**src/rtl/multi_cycle_control_unit.sv**
```systemverilog
// Control FSM for a multi-cycle RV32I-subset core: one state per micro-step,
// datapath selects and load enables decoded from the current state.
//
// state      | meaning
// -----------+--------------------------------------------------------------
// IDLE       | post-reset bubble, all outputs low
// FETCH      | read instruction at PC, PC <= PC+4 when the bus completes
// DECODE     | ALUOut <= oldPC + imm (branch target), dispatch on opcode
// MEM_ADDR   | ALUOut <= rs1 + imm (effective address)
// MEM_READ   | load data access at ALUOut
// MEM_WB     | register file <= memory data
// MEM_WRITE  | store data access at ALUOut
// EXEC_R     | rs1 op rs2
// EXEC_I     | rs1 op imm
// ALU_WB     | register file <= ALUOut
// BRANCH     | compare rs1/rs2, PC <= target on BEQ/BNE taken
// JAL        | ALUOut <= oldPC+4 (link), PC <= target
// LUI        | ALUOut <= 0 + imm
// FAULT      | sticky error, absorbing until reset
module multi_cycle_control_unit #(
    parameter int MEM_TIMEOUT = 255
) (
    input  logic       i_clk,
    input  logic       i_rst_n,
    input  logic [6:0] i_opcode,
    input  logic [2:0] i_funct3,
    input  logic       i_funct7_5,
    input  logic       i_zero,
    input  logic       i_mem_ready,
    output logic       o_mem_req,
    output logic       o_mem_write,
    output logic       o_iord,
    output logic       o_ir_write,
    output logic       o_pc_write,
    output logic       o_reg_write,
    output logic [1:0] o_alu_src_a,
    output logic [1:0] o_alu_src_b,
    output logic [1:0] o_alu_op,
    output logic [1:0] o_result_src,
    output logic       o_retire,
    output logic       o_fault,
    output logic [3:0] o_state
);

    typedef enum logic [3:0] {
        S_IDLE      = 4'd0,
        S_FETCH     = 4'd1,
        S_DECODE    = 4'd2,
        S_MEM_ADDR  = 4'd3,
        S_MEM_READ  = 4'd4,
        S_MEM_WB    = 4'd5,
        S_MEM_WRITE = 4'd6,
        S_EXEC_R    = 4'd7,
        S_EXEC_I    = 4'd8,
        S_ALU_WB    = 4'd9,
        S_BRANCH    = 4'd10,
        S_JAL       = 4'd11,
        S_LUI       = 4'd12,
        S_FAULT     = 4'd15
    } state_t;

    localparam logic [6:0] OP_LOAD   = 7'b0000011;
    localparam logic [6:0] OP_STORE  = 7'b0100011;
    localparam logic [6:0] OP_R      = 7'b0110011;
    localparam logic [6:0] OP_I      = 7'b0010011;
    localparam logic [6:0] OP_BRANCH = 7'b1100011;
    localparam logic [6:0] OP_JAL    = 7'b1101111;
    localparam logic [6:0] OP_LUI    = 7'b0110111;

    localparam int CNT_W  = (MEM_TIMEOUT < 1) ? 1 : $clog2(MEM_TIMEOUT + 1);
    localparam int TC_INT = (MEM_TIMEOUT < 1) ? 0 : MEM_TIMEOUT - 1;
    localparam logic [CNT_W-1:0] WAIT_TC = CNT_W'(TC_INT);

    state_t           r_state;
    state_t           w_next;
    logic [CNT_W-1:0] r_wait_cnt;
    logic             w_wait_state;
    logic             w_timeout;
    logic             w_unused;

    // funct7[5] only matters to the ALU decoder, which sits outside this block
    assign w_unused = i_funct7_5;

    assign w_wait_state = (r_state == S_FETCH) || (r_state == S_MEM_READ) ||
                          (r_state == S_MEM_WRITE);
    // r_wait_cnt holds the stall cycles already spent; this is the last allowed one
    assign w_timeout    = !i_mem_ready && (r_wait_cnt == WAIT_TC);

    always_ff @(posedge i_clk or negedge i_rst_n) begin
        if (!i_rst_n) begin
            r_state    <= S_IDLE;
            r_wait_cnt <= '0;
        end else begin
            r_state <= w_next;
            if (w_wait_state && !i_mem_ready) begin
                r_wait_cnt <= r_wait_cnt + CNT_W'(1);
            end else begin
                r_wait_cnt <= '0;
            end
        end
    end

    always_comb begin
        w_next = S_FAULT;
        case (r_state)
            S_IDLE:      w_next = S_FETCH;
            S_FETCH: begin
                if (i_mem_ready)    w_next = S_DECODE;
                else if (w_timeout) w_next = S_FAULT;
                else                w_next = S_FETCH;
            end
            S_DECODE: begin
                case (i_opcode)
                    OP_LOAD, OP_STORE: w_next = S_MEM_ADDR;
                    OP_R:              w_next = S_EXEC_R;
                    OP_I:              w_next = S_EXEC_I;
                    OP_BRANCH:         w_next = S_BRANCH;
                    OP_JAL:            w_next = S_JAL;
                    OP_LUI:            w_next = S_LUI;
                    default:           w_next = S_FAULT;
                endcase
            end
            S_MEM_ADDR: begin
                if (i_funct3 != 3'b010)       w_next = S_FAULT;
                else if (i_opcode == OP_LOAD)  w_next = S_MEM_READ;
                else if (i_opcode == OP_STORE) w_next = S_MEM_WRITE;
                else                           w_next = S_FAULT;
            end
            S_MEM_READ: begin
                if (i_mem_ready)    w_next = S_MEM_WB;
                else if (w_timeout) w_next = S_FAULT;
                else                w_next = S_MEM_READ;
            end
            S_MEM_WB:    w_next = S_FETCH;
            S_MEM_WRITE: begin
                if (i_mem_ready)    w_next = S_FETCH;
                else if (w_timeout) w_next = S_FAULT;
                else                w_next = S_MEM_WRITE;
            end
            S_EXEC_R:    w_next = S_ALU_WB;
            S_EXEC_I:    w_next = S_ALU_WB;
            S_ALU_WB:    w_next = S_FETCH;
            S_BRANCH: begin
                if (i_funct3 == 3'b000 || i_funct3 == 3'b001) w_next = S_FETCH;
                else                                          w_next = S_FAULT;
            end
            S_JAL:       w_next = S_ALU_WB;
            S_LUI:       w_next = S_ALU_WB;
            S_FAULT:     w_next = S_FAULT;
            default:     w_next = S_FAULT;
        endcase
    end

    always_comb begin
        o_mem_req    = 1'b0;
        o_mem_write  = 1'b0;
        o_iord       = 1'b0;
        o_ir_write   = 1'b0;
        o_pc_write   = 1'b0;
        o_reg_write  = 1'b0;
        o_alu_src_a  = 2'b00;
        o_alu_src_b  = 2'b00;
        o_alu_op     = 2'b00;
        o_result_src = 2'b00;
        o_retire     = 1'b0;
        o_fault      = 1'b0;
        case (r_state)
            S_FETCH: begin
                o_mem_req    = 1'b1;
                o_alu_src_b  = 2'b10;
                o_result_src = 2'b10;
                o_ir_write   = i_mem_ready;
                o_pc_write   = i_mem_ready;
            end
            S_DECODE: begin
                o_alu_src_a = 2'b01;
                o_alu_src_b = 2'b01;
            end
            S_MEM_ADDR: begin
                o_alu_src_a = 2'b10;
                o_alu_src_b = 2'b01;
            end
            S_MEM_READ: begin
                o_mem_req = 1'b1;
                o_iord    = 1'b1;
            end
            S_MEM_WB: begin
                o_reg_write  = 1'b1;
                o_result_src = 2'b01;
                o_retire     = 1'b1;
            end
            S_MEM_WRITE: begin
                o_mem_req   = 1'b1;
                o_mem_write = 1'b1;
                o_iord      = 1'b1;
                o_retire    = i_mem_ready;
            end
            S_EXEC_R: begin
                o_alu_src_a = 2'b10;
                o_alu_op    = 2'b10;
            end
            S_EXEC_I: begin
                o_alu_src_a = 2'b10;
                o_alu_src_b = 2'b01;
                o_alu_op    = 2'b10;
            end
            S_ALU_WB: begin
                o_reg_write = 1'b1;
                o_retire    = 1'b1;
            end
            S_BRANCH: begin
                o_alu_src_a = 2'b10;
                o_alu_op    = 2'b01;
                if (i_funct3 == 3'b000) begin
                    o_pc_write = i_zero;
                    o_retire   = 1'b1;
                end else if (i_funct3 == 3'b001) begin
                    o_pc_write = !i_zero;
                    o_retire   = 1'b1;
                end
            end
            S_JAL: begin
                o_alu_src_a = 2'b01;
                o_alu_src_b = 2'b10;
                o_pc_write  = 1'b1;
            end
            S_LUI: begin
                o_alu_src_a = 2'b11;
                o_alu_src_b = 2'b01;
            end
            S_FAULT: o_fault = 1'b1;
            default: ;
        endcase
    end

    assign o_state = r_state;

endmodule

```
**config.mk**
```make
export PLATFORM = sky130hd
export DESIGN_NAME = multi_cycle_control_unit
export DESIGN_NICKNAME = d
export VERILOG_FILES = /design/src/rtl/multi_cycle_control_unit.sv
export SDC_FILE = /design/constraint.sdc
export NUM_CORES = 1
export LEC_CHECK = 0
export CORE_MARGIN = 2
export CORE_UTILIZATION = 40
export DETAILED_ROUTE_END_ITERATION = 12
export HOLD_SLACK_MARGIN = 0.15
export PLACE_DENSITY_LB_ADDON = 0.08
export SLEW_MARGIN = 0
export SYNTH_ARGS = -nofsm -noshare
export SYNTH_HDL_FRONTEND = slang
export SYNTH_SLANG_ARGS = --single-unit
```
**constraint.sdc**
```tcl
create_clock -name i_clk -period 1.8 [get_ports i_clk]
set_input_delay 0.27 -clock i_clk [delete_from_list [all_inputs] [get_ports i_clk]]
set_output_delay 0.27 -clock i_clk [all_outputs]
set_load 0.05 [all_outputs]
```
Word-level counts from Yosys, hierarchy flattened
Cells that the tools add are included.
{ "op_classes": {"n_div": 0, "order_cmp": 0, "mul": 0, "eq_ne": 23, "reduce_logical": 20, "mux": 29, "n_shift": 0, "bitwise_logic": 0, "addsub": 1} }
{ "ops": {"columns": ["op", "n"], "rows": [
  ["4-bit two-way mux", 10],
  ["4-bit case mux with 8 select lines", 1],
  ["4-bit == test, second input constant", 6],
  ["4-bit case mux with 6 select lines", 1],
  ["7-bit by 6-bit == test with 1-bit output, second input constant", 3],
  ["4-bit by 3-bit == test with 1-bit output, second input constant", 4],
  ["7-bit == test, second input constant", 2],
  ["2-bit case mux with 2 select lines", 3],
  ["2-bit OR reduction", 6],
  ["4-bit OR reduction", 3],
  ["1-bit two-way mux", 10],
  ["8-bit by 1-bit adder with 8-bit output, second input constant", 1],
  ["4-bit by 2-bit == test with 1-bit output, second input constant", 2],
  ["8-bit == test, second input constant", 1],
  ["8-bit two-way mux", 1],
  ["7-bit by 2-bit == test with 1-bit output, second input constant", 1],
  ["7-bit by 5-bit == test with 1-bit output, second input constant", 1],
  ["1-bit case mux with 3 select lines", 2],
  ["2-bit case mux with 3 select lines", 1],
  ["3-bit OR reduction", 2],
  ["4-bit by 1-bit == test with 1-bit output, second input constant", 1],
  ["4-bit zero test", 1],
  ["3-bit by 1-bit == test with 1-bit output, second input constant", 1],
  ["3-bit zero test", 1],
  ["other kinds (4)", 8]
]} }
{ "totals": {"input_bits": 15, "romBits": 0, "latchBits": 0, "wordCells": 75, "mem_bits_rw": 0, "ff_bits": 12, "n_memories": 0} }

Longest topological paths before layout
Gate-level depths: netlist of run 1.
{ "logic_depth": {"depth_word": 5, "mapped_depth": 6} }

Worst setup path before layout of run 1
No wires, ideal clock.
{ "synth_timing": {"path_kind": "register -> output", "from": "reg r_state[2], in the netlist o_state[2]", "to": "out o_retire", "t_arrival_ns": 2.422, "path_slack_ns": -0.892, "path_stages_with_launch": 5, "required_ns": 1.530, "cell_sequence": "dfrtp_1 buf_2 nand2b_1 a21oi_1 a221o_1"} }
{ "synth_between": {"elab_chain_cells": 3} }
{ "synth_lines": {"columns": ["element", "line", "text"], "rows": [
  ["start, declared", "74", "state_t r_state;"],
  ["start signal, assigned", "94", "r_state <= w_next;"],
  ["4-bit == test / 4-bit by 3-bit == test with 1-bit output (equally long branches)", "167", "case (r_state)"],
  ["2-bit OR reduction (no source line)", null, null],
  ["1-bit case mux with 3 select lines (*)", "167", null],
  ["end, declared", "40", "output logic o_retire,"]
]} }
Every way passes the cells marked *; elsewhere a longest branch is shown, timed or not.

Worst setup path after layout of run 1
{ "layout_timing": {"from": "reg r_state[2], in the netlist o_state[2]", "to": "out o_mem_req"} }
{ "layout_between": {"elab_chain_cells": 3} }
{ "layout_lines": {"columns": ["element", "line", "text"], "rows": [
  ["4-bit by 1-bit == test with 1-bit output / 4-bit by 3-bit == test with 1-bit output (equally long branches)", "167", null],
  ["3-bit OR reduction (no source line) (*)", null, null],
  ["1-bit two-way mux (*)", "167", null],
  ["end, declared", "30", "output logic o_mem_req,"]
]} }
Marks and branches as above.

==> reports/qor.yml, run 1 <==
status: "finished, violations left"
violations: "negative setup slack"
async_flop_share: 1.00
p_leak_uw: 0.000879
numCtsBuffers: 3
crit_buf_inv: 2
synth-seq-cells: 12
clock_sinks: 12
post-place-ws_ps: 22.9
ir_drop_v: 0.00216
antenna_found_initial: 0
cpPeakStageDelay_ps: 490
max_freq_mhz: 538
path_max_fanout: 7
ff2ff_setup_slack_ps: 0
dieWidth_um: 56.0
cp_data_required_time_ps: 1530
ys_warn_count: 0
drt_iter0_drc: 82
syn_inst: 139
finalCritPeriodShare: 1.03
wire_per_inst_um: 17.1
synth_area_per_cell_sq_um: 7.80
maxCapViolations: 0
row_count: 18
synth_edf_count: 0
clk_path_buf_depth: 2
htree_num_levels: 1
grt_pass1_wl_um: 6050
final.setup.worst_slack_ps: -58.1
rsz0062_at_grt: "yes"
synth_compound_gate_area_share: 0.214
worst_slew_margin_rel: 0.644
first_pass_iters: 5
yosysUniqueCellTypes: 45
vias: 1406
startpoint_type: "flop"
finalNonFillerCells: 235
route.detailed.drc: 0
layout_common_cells: "35 x buf_4, 17 x buf_12, 16 x nor2_1"
setup_tns_ps: -149
grt_usage: 0.235
drt_wl_total_um: 4030
synth_top_family_by_area: "simple AND/OR/NAND/NOR gates"
core-area_sq_um: 2520
worstPathArrival_ps: 1590
p_per_area_nw_per_um2: 1900
synth_top_flop_cell: "dfrtp_1"
grt-ovfl-total: 0
final_common_cell: "buf_4"
drive_gt1_frac: 0.488
path_cells: "buf_6 -> nand2b_4 -> o21a_1 -> nor2_2 -> buf_12"
io_pins: 35
start_util: 0.430
grt_max_degree: 13
fin_crit_ps: 1860
gp_congestion: 0.961
cts_root_buf: "clkbuf_4"
synthSimpleGateAreaFrac: 0.365
critPathSlowestCell: "dfrtp_2"
ant_nets: 0
port_buffers: 33
fin_nets: 223
via_per_inst: 5.98
tightest_slew_ps: 532
yosys-mux-area-fraction: 0
die_h_um: 56.0
p_total_uw: 3920
antennaDiodeCount: 0
skew_ps: 5.92
synthXorXnorAreaFrac: 0.0647
crit_type: "reg2out"
hold_path.class: "in2async"
cts.clk_slew.worst_paths_ps: 80
synth-seq-area-share: 0.277
dp_cells: 214
critPathTopFamily: "flip-flops"
die_area_sq_um: 3140
finalSetupViolCount: 4
grt_pass1_vias: 1351
final-hold-violation-count: 0
syn_to_final_growth_pct: 90.2
synthAdderAreaFrac: 0.0231
cts_tree: "built"
dp_hpwl_um: 2550
clock_latency_ps: 280
syn-num-nets: 156
slew_violations: 0
syn_area_sq_um: 1080
crit_path_end_kind: "primary output"
==> area by class of cell <==
type | instances | area (sq um)
Multi-Input combinational cell | 114 | 876
Timing Repair Buffer | 70 | 787
Fill cell | 151 | 462
Sequential cell | 12 | 305
Tap cell | 30 | 37.5
Clock buffer | 4 | 36.3
Inverter | 5 | 18.8
==> power by group <==
group	total [uW]	switching (uW)	internal (uW)
clock	216	93.1	123
combinational	3240	1730	1510
sequential	462	127	335
==> metal layers <==
layer | part of all wire | global-route usage
met1 | 0.41 | 0.301
met2 | 0.50 | 0.400
met3 | 0.077 | 0.0581
met4 | 0.013 | 0.0442
met5 | 0 | 0
==> final timing paths <==
path	from	endpoint	cells after the start
max in group asynchronous	i_rst_n	o_state[2]	1
worst min-delay path	i_rst_n	r_wait_cnt[7]	1
worst min register to register	r_wait_cnt[0]	r_wait_cnt[0]	1
min in group i_clk	r_wait_cnt[0]	r_wait_cnt[0]	1
worst max register to register	o_state[0]	o_state[1]	5
worst max-delay path	o_state[2]	o_mem_req	5
==> cell usage after synthesis, drive strengths merged (2+ instances only) <==
cell type,instances,area [sq um]
and2,2,12.5
nor2b,3,18.8
a31o,2,17.5
inv,5,18.8
or2,2,12.5
nand3,9,45.0
o21a,2,15.0
nor3,3,15.0
or3,2,12.5
ha,2,25.0
nor3b,2,15.0
a21oi,4,20.0
nand4,6,37.5
xnor2,2,17.5
nand2b,6,45.0
dfrtp,12,300
o21ai,5,25.0
xor2,6,52.6
nand2,10,37.5
o211ai,3,22.5
clkbuf,3,11.3
nor2,23,86.3
buf,5,31.3
==> through the flow <==
step | cell area [sq um] | hold WS (ps) | util
after CTS | 1980 | 346 | 0.786
after global routing | 2060 | 361 | 0.817
after global placement | 1810 | 516 | 0.716
final | 2060 | 337 | 0.817
after detailed placement | 1810 | 536 | 0.716
after floorplan | 1180 | -25.6 | -
==> timing repair <==
action,4_1_cts,5_1_grt
hold endpoints to repair,0,0
gates resized for setup,11,11
hold buffers,0,0
endpoints found under the setup margin,5,10
pin swaps,3,4
buffers inserted,12,5
==> flip-flops by register name, summed over array words and instances (netlist names) <==
register / count
o_state: 4
r_wait_cnt: 8
==> worst reg2reg max path: cells and delay by family (launching register included) <==
| kind | cells | cell delay (ps) |
|---|---|---|
| compound gates | 4 | 1040 |
| buf+inv | 1 | 160 |
| flops | 1 | 440 |
==> cell families (layout without fill, tap and decap cells) <==
| logic type | after synthesis | count (layout) |
|---|---|---|
| AOI/OAI and AO/OA | 30 | 30 |
| xor gates and xnor gates | 8 | 8 |
| adders and majority gates | 2 | 2 |
| buffers and inverters | 13 | 79 |
| DFF | 12 | 12 |
| and+or+nand+nor | 74 | 74 |
Power figures use the tool's default switching activity.
==> inputs of run 2 (changes only) <==
- CTS_BUF_LIST: not set -> sky130_fd_sc_hd__clkbuf_8
==> run 2 against run 1 <==
  * The flow still finishes with violations (negative setup slack)
  * Largest cell class unchanged
  * Highest routed layer unchanged
  * Utilization shrank 0.25 points
  * Clock power grew 37%
  * Non-clock buffer count shrank 3
==> reports/qor.yml, run 2 (same netlist as run 1, synthesis figures left out) <==
dieWidth_um: 56.0  # unchanged
cpPeakStageDelay_ps: 480  # was 490 ps
worst_slew_margin_rel: 0.647  # was 0.644
grt_pass1_wl_um: 6110  # was 6050 um
clock_latency_ps: 240  # was 280 ps
cp_data_required_time_ps: 1530  # about the same
antennaDiodeCount: 0  # unchanged
violations: "negative setup slack"  # unchanged
layout_common_cells: "35 x buf_4, 17 x nor2_1, 17 x buf_12"  # was 35 x buf_4, 17 x buf_12, 16 x nor2_1
rr_worst_depth: 5  # unchanged
drt_wl_total_um: 3790  # was 4030 um
drive_gt1_frac: 0.470  # was 0.488
max_freq_mhz: 555  # was 538 MHz
final.setup.worst_slack_ps: -0.344  # was -58.1 ps
io_pins: 35  # unchanged
clock_sinks: 12  # unchanged
numCtsBuffers: 3  # unchanged
tightest_slew_ps: 527  # was 532 ps
path_cells: "buf_6 -> nand2b_4 -> o21a_1 -> nor2_2 -> buf_12"  # unchanged
clk_path_buf_depth: 2  # unchanged
busiest_layer: "met2"  # unchanged
htree_num_levels: 1  # unchanged
cts_root_buf: "clkbuf_8"  # was clkbuf_4
syn_to_final_growth_pct: 89.6  # was 90.2%
grt_pass1_vias: 1350  # was 1,351
grt_usage: 0.238  # was 0.235
crit_type: "reg2out"  # unchanged
port_buffers: 33  # unchanged
rsz0062_at_grt: "yes"  # unchanged
cts_tree: "built"  # unchanged
maxCapViolations: 0  # unchanged
finalCritPeriodShare: 1.00  # was 1.03
core-area_sq_um: 2520  # unchanged
final_common_cell: "buf_4"  # unchanged
grt_max_degree: 13  # unchanged
route.detailed.drc: 0  # unchanged
finalSetupViolCount: 1  # was 4
fin_crit_ps: 1800  # was 1860 ps
n_fill_cell: 153  # was 151
antenna_found_initial: 0  # unchanged
die_area_sq_um: 3140  # unchanged
hold_path.class: "in2async"  # unchanged
die_h_um: 56.0  # unchanged
met3_usage: 0.0814  # was 0.0581
p_per_area_nw_per_um2: 1900  # about the same
regMostFlops: "r_wait_cnt"  # unchanged
ant_nets: 0  # unchanged
via_per_inst: 5.76  # was 5.98
critPathSlowestCell: "dfrtp_2"  # unchanged
vias: 1336  # was 1,406
crit_path_end_kind: "primary output"  # unchanged
startpoint_type: "flop"  # unchanged
wire_per_inst_um: 16.3  # was 17.1 um
cts.clk_slew.worst_paths_ps: 50  # was 80 ps
post-place-ws_ps: 22.9  # unchanged
cts_hold_buf: 0  # unchanged
first_pass_iters: 4  # was 5
drt_iter0_drc: 50  # was 82
largest_register_ffs: 8  # unchanged
p_leak_uw: 0.000866  # was 0.000879 uW
grt-ovfl-total: 0  # unchanged
ir_drop_v: 0.00215  # was 0.00216 V
gr-usage-met1: 0.298  # was 0.301
status: "finished, violations left"  # unchanged
finalNonFillerCells: 232  # was 235
slew_violations: 0  # unchanged
start_util: 0.430  # unchanged
final-hold-violation-count: 0  # unchanged
skew_ps: 3.15  # was 5.92 ps
row_count: 18  # unchanged
grtUsageMet2: 0.397  # was 0.400
worstPathArrival_ps: 1530  # was 1590 ps
fin_nets: 220  # was 223
dp_cells: 214  # unchanged
gp_congestion: 0.961  # unchanged
dp_hpwl_um: 2550  # unchanged
setup_tns_ps: -0.344  # was -149 ps
path_max_fanout: 7  # unchanged
## run 2: cell count changes in the layout (fill, tap and decap cells not counted), moves of 2 or more
cell,change
clkbuf_8,+3
nor2_2,-2
buf_6,-2
clkbuf_4,-3
## run 2: worst paths after layout
path	slack, ps	endpoint	start
max in group asynchronous	1040	o_state[2]	i_rst_n
setup / recovery	-0.3	o_mem_req	o_state[2]
hold reg to reg	550	r_wait_cnt[7]	r_wait_cnt[7]
hold / removal	370	r_wait_cnt[6]	i_rst_n
min in group i_clk	550	r_wait_cnt[7]	r_wait_cnt[7]
setup reg to reg	40	o_state[2]	o_state[1]
## run 2: where the power goes
| part | total (uW) | internal (uW) | switching (uW) |
|---|---|---|---|
| Sequential | 475 | 336 | 139 |
| Combinational | 3140 | 1470 | 1670 |
| Clock | 295 | 193 | 101 |
## run 2: final cells by class
cell class                 count  area [sq um]  share of cell area
sequential                    12           305               0.149
tap                           30          37.5              0.0183
multi-input combinational    114           878               0.428
inverter                       5          18.8             0.00914
timing repair buffer          67           759               0.370
clock buffer                   4          55.1              0.0268
## run 2: worst max-delay path, delay by kind of cell, from the launching register on
kind	cells	cell delay, ps
buf+inv	2	300
simple gates	2	300
flops	1	480
compound gates	1	190
## run 2: repair_timing
item                       CTS  global route
buffers inserted            11             3
setup endpoints to repair    4             8
gates resized for setup      8            14
pin swaps                    2             6
## run 2: routing by layer
| metal | part of all wire | vias up |
|---|---|---|
| li1 | - | 623 |
| met1 | 0.40 | 649 |
| met2 | 0.51 | 60 |
| met3 | 0.080 | 4 |
| met4 | 0.0058 | 0 |
| met5 | 0 | - |
## run 2: per-stage QoR
stage               hold WS (ps)  power [uW]   util  cell area (sq um)
floorplan                  -25.6        2030      -               1180
global placement             516        3100  0.716               1810
detailed placement           536        3120  0.716               1810
CTS                          382        3690  0.788               1990
global route                 408        4090  0.814               2050
finish                       375        3910  0.814               2050
==> inputs of run 3 (changes only) <==
- CORE_MARGIN: 2 -> 5
==> run 3 against run 2 <==
  * Sequential share of layout area is 0.43 points higher
  * Non-clock buffer count shrank 5
  * Utilization shrank 3.0 points
  * Highest routed layer unchanged
  * Setup slack worse by 21 ps
  * First-iteration DRC count grew 86%
  * Critical path type unchanged
  * Register-to-register slack about the same
  * The run still ends with negative setup slack left
  * Largest cell class unchanged
  * Routed wire length is 2.0% higher
  * Hold slack worse by 10 ps
  * Maximum frequency decreased by 1.1%
  * Via count is 1.5% lower
  * Clock skew is 5.0 ps higher
==> reports/qor.yml, run 3 (same netlist as run 1, synthesis figures left out) <==
critPathSlowestCell: "dfrtp_2"  # unchanged
finalSetupViolCount: 3  # was 1
p_leak_uw: 0.000833  # was 0.000866 uW
drive_gt1_frac: 0.437  # was 0.470
crit_type: "reg2out"  # unchanged
drt_iter0_drc: 93  # was 50
maxCapViolations: 0  # unchanged
grt_pass1_vias: 1190  # was 1,350
cts_root_buf: "clkbuf_8"  # unchanged
io_pins: 35  # unchanged
worstPathArrival_ps: 1550  # was 1530 ps
setup_tns_ps: -38.1  # was -0.344 ps
met3_usage: 0.0269  # was 0.0814
ir_drop_v: 0.00182  # was 0.00215 V
dp_hpwl_um: 2700  # was 2550 um
port_buffers: 33  # unchanged
die_area_sq_um: 3850  # was 3140 sq um
route.detailed.drc: 0  # unchanged
clk_path_buf_depth: 2  # unchanged
grt_usage: 0.199  # was 0.238
gr-usage-met1: 0.246  # was 0.298
vias: 1316  # was 1,336
row_count: 18  # unchanged
clock_sinks: 12  # unchanged
gp_congestion: 0.878  # was 0.961
htree_num_levels: 1  # unchanged
max_freq_mhz: 549  # was 555 MHz
crit-reg2reg-launch: "o_state[0]"  # was o_state[1]
status: "finished, violations left"  # unchanged
antennaDiodeCount: 0  # unchanged
finalCritPeriodShare: 1.01  # was 1.00
dieWidth_um: 62.0  # was 56.0 um
wire_per_inst_um: 17.0  # was 16.3 um
numCtsBuffers: 3  # unchanged
start_util: 0.426  # was 0.430
drt_wl_total_um: 3860  # was 3790 um
tightest_slew_ps: 520  # was 527 ps
crit_path_end_kind: "primary output"  # unchanged
cpPeakStageDelay_ps: 490  # was 480 ps
grt_pass1_wl_um: 5570  # was 6110 um
busiest_layer: "met2"  # unchanged
grtUsageMet2: 0.346  # was 0.397
grt-ovfl-total: 0  # unchanged
ant_nets: 0  # unchanged
timing.hold.ws_ps: 365  # was 375 ps
p_per_area_nw_per_um2: 1910  # was 1900 nW/um^2
grt_max_degree: 16  # was 13
largest_register_ffs: 8  # unchanged
cp_data_required_time_ps: 1530  # about the same
core-area_sq_um: 2540  # was 2520 sq um
fin_nets: 215  # was 220
violations: "negative setup slack"  # unchanged
skew_ps: 8.11  # was 3.15 ps
slew_violations: 0  # unchanged
rsz0062_at_grt: "yes"  # unchanged
die_h_um: 62.0  # was 56.0 um
antenna_found_initial: 0  # unchanged
clock_latency_ps: 250  # was 240 ps
startpoint_type: "flop"  # unchanged
path_cells: "buf_4 -> nand2_1 -> a21oi_1 -> a31o_4 -> buf_12"  # was buf_6 -> nand2b_4 -> o21a_1 -> nor2_2 -> buf_12
fin_crit_ps: 1820  # was 1800 ps
first_pass_iters: 4  # unchanged
cts_tree: "built"  # unchanged
hold_path.class: "in2async"  # unchanged
via_per_inst: 5.80  # was 5.76
p_total_uw: 3820  # was 3910 uW
syn_to_final_growth_pct: 84.3  # was 89.6%
regMostFlops: "r_wait_cnt"  # unchanged
cts.clk_slew.worst_paths_ps: 60  # was 50 ps
final_common_cell: "buf_4"  # unchanged
final.setup.worst_slack_ps: -21.0  # was -0.344 ps
critical_path.startpoint: "o_state[3]"  # was o_state[2]
worst_slew_margin_rel: 0.652  # was 0.647
final-hold-violation-count: 0  # unchanged
layout_common_cells: "27 x buf_4, 17 x nor2_1, 17 x buf_12"  # was 35 x buf_4, 17 x nor2_1, 17 x buf_12
path_max_fanout: 8  # was 7
==> run 3: final timing paths <==
| check | cells after the start | slack [ps] | end |
|---|---|---|---|
| min in group i_clk | 1 | 530 | r_wait_cnt[0] |
| min | 1 | 360 | r_wait_cnt[7] |
| max | 5 | -20 | o_pc_write |
| min reg2reg | 1 | 530 | r_wait_cnt[0] |
| max in group asynchronous | 1 | 1060 | o_state[1] |
| max reg2reg | 6 | 30 | o_state[2] |
==> run 3: area by class of cell <==
class                           instances  area, sq um
Multi-Input combinational cell        114          863
Timing Repair Buffer                   62          727
Fill cell                             159          548
Sequential cell                        12          305
Clock buffer                            3         41.3
Tap cell                               30         37.5
Inverter                                5         18.8
Clock inverter                          1         3.75
==> run 3: repair_timing <==
action | 4_1_cts | 5_1_grt
resized for setup | 6 | 13
endpoints found under the setup margin | 4 | 8
pin swaps | 0 | 5
buffers inserted | 3 | 10
hold buffers | 0 | 0
==> run 3: critical path: cells and delay by family (launching register included) <==
kind                   cells  cell delay (ps)
AND/OR/NAND/NOR            1              140
AO/OA/AOI/OAI              2              350
flip-flops                 1              490
buffers and inverters      2              320
==> run 3: metal layers <==
metal | up-vias | share of wire
met5 | - | 0
met4 | 0 | 0.025
met3 | 11 | 0.077
met2 | 67 | 0.50
met1 | 619 | 0.39
li1 | 619 | -
==> run 3: where the power goes <==
group,internal (uW),switching (uW)
Sequential,336,125
Combinational,1430,1670
Clock,151,107
Total,1920,1900
==> run 3: stage by stage <==
stage / utilization / std cells / cell area [sq um] / setup WS [ps]
finish: 0.785 / 227 / 2000 / -21.0
global route: 0.785 / 227 / 2000 / -55.4
CTS: 0.732 / 217 / 1860 / -11.6
detailed placement: 0.698 / 210 / 1780 / 20.7
global placement: 0.698 / 210 / 1780 / 47.8
floorplan: - / 139 / 1180 / -128
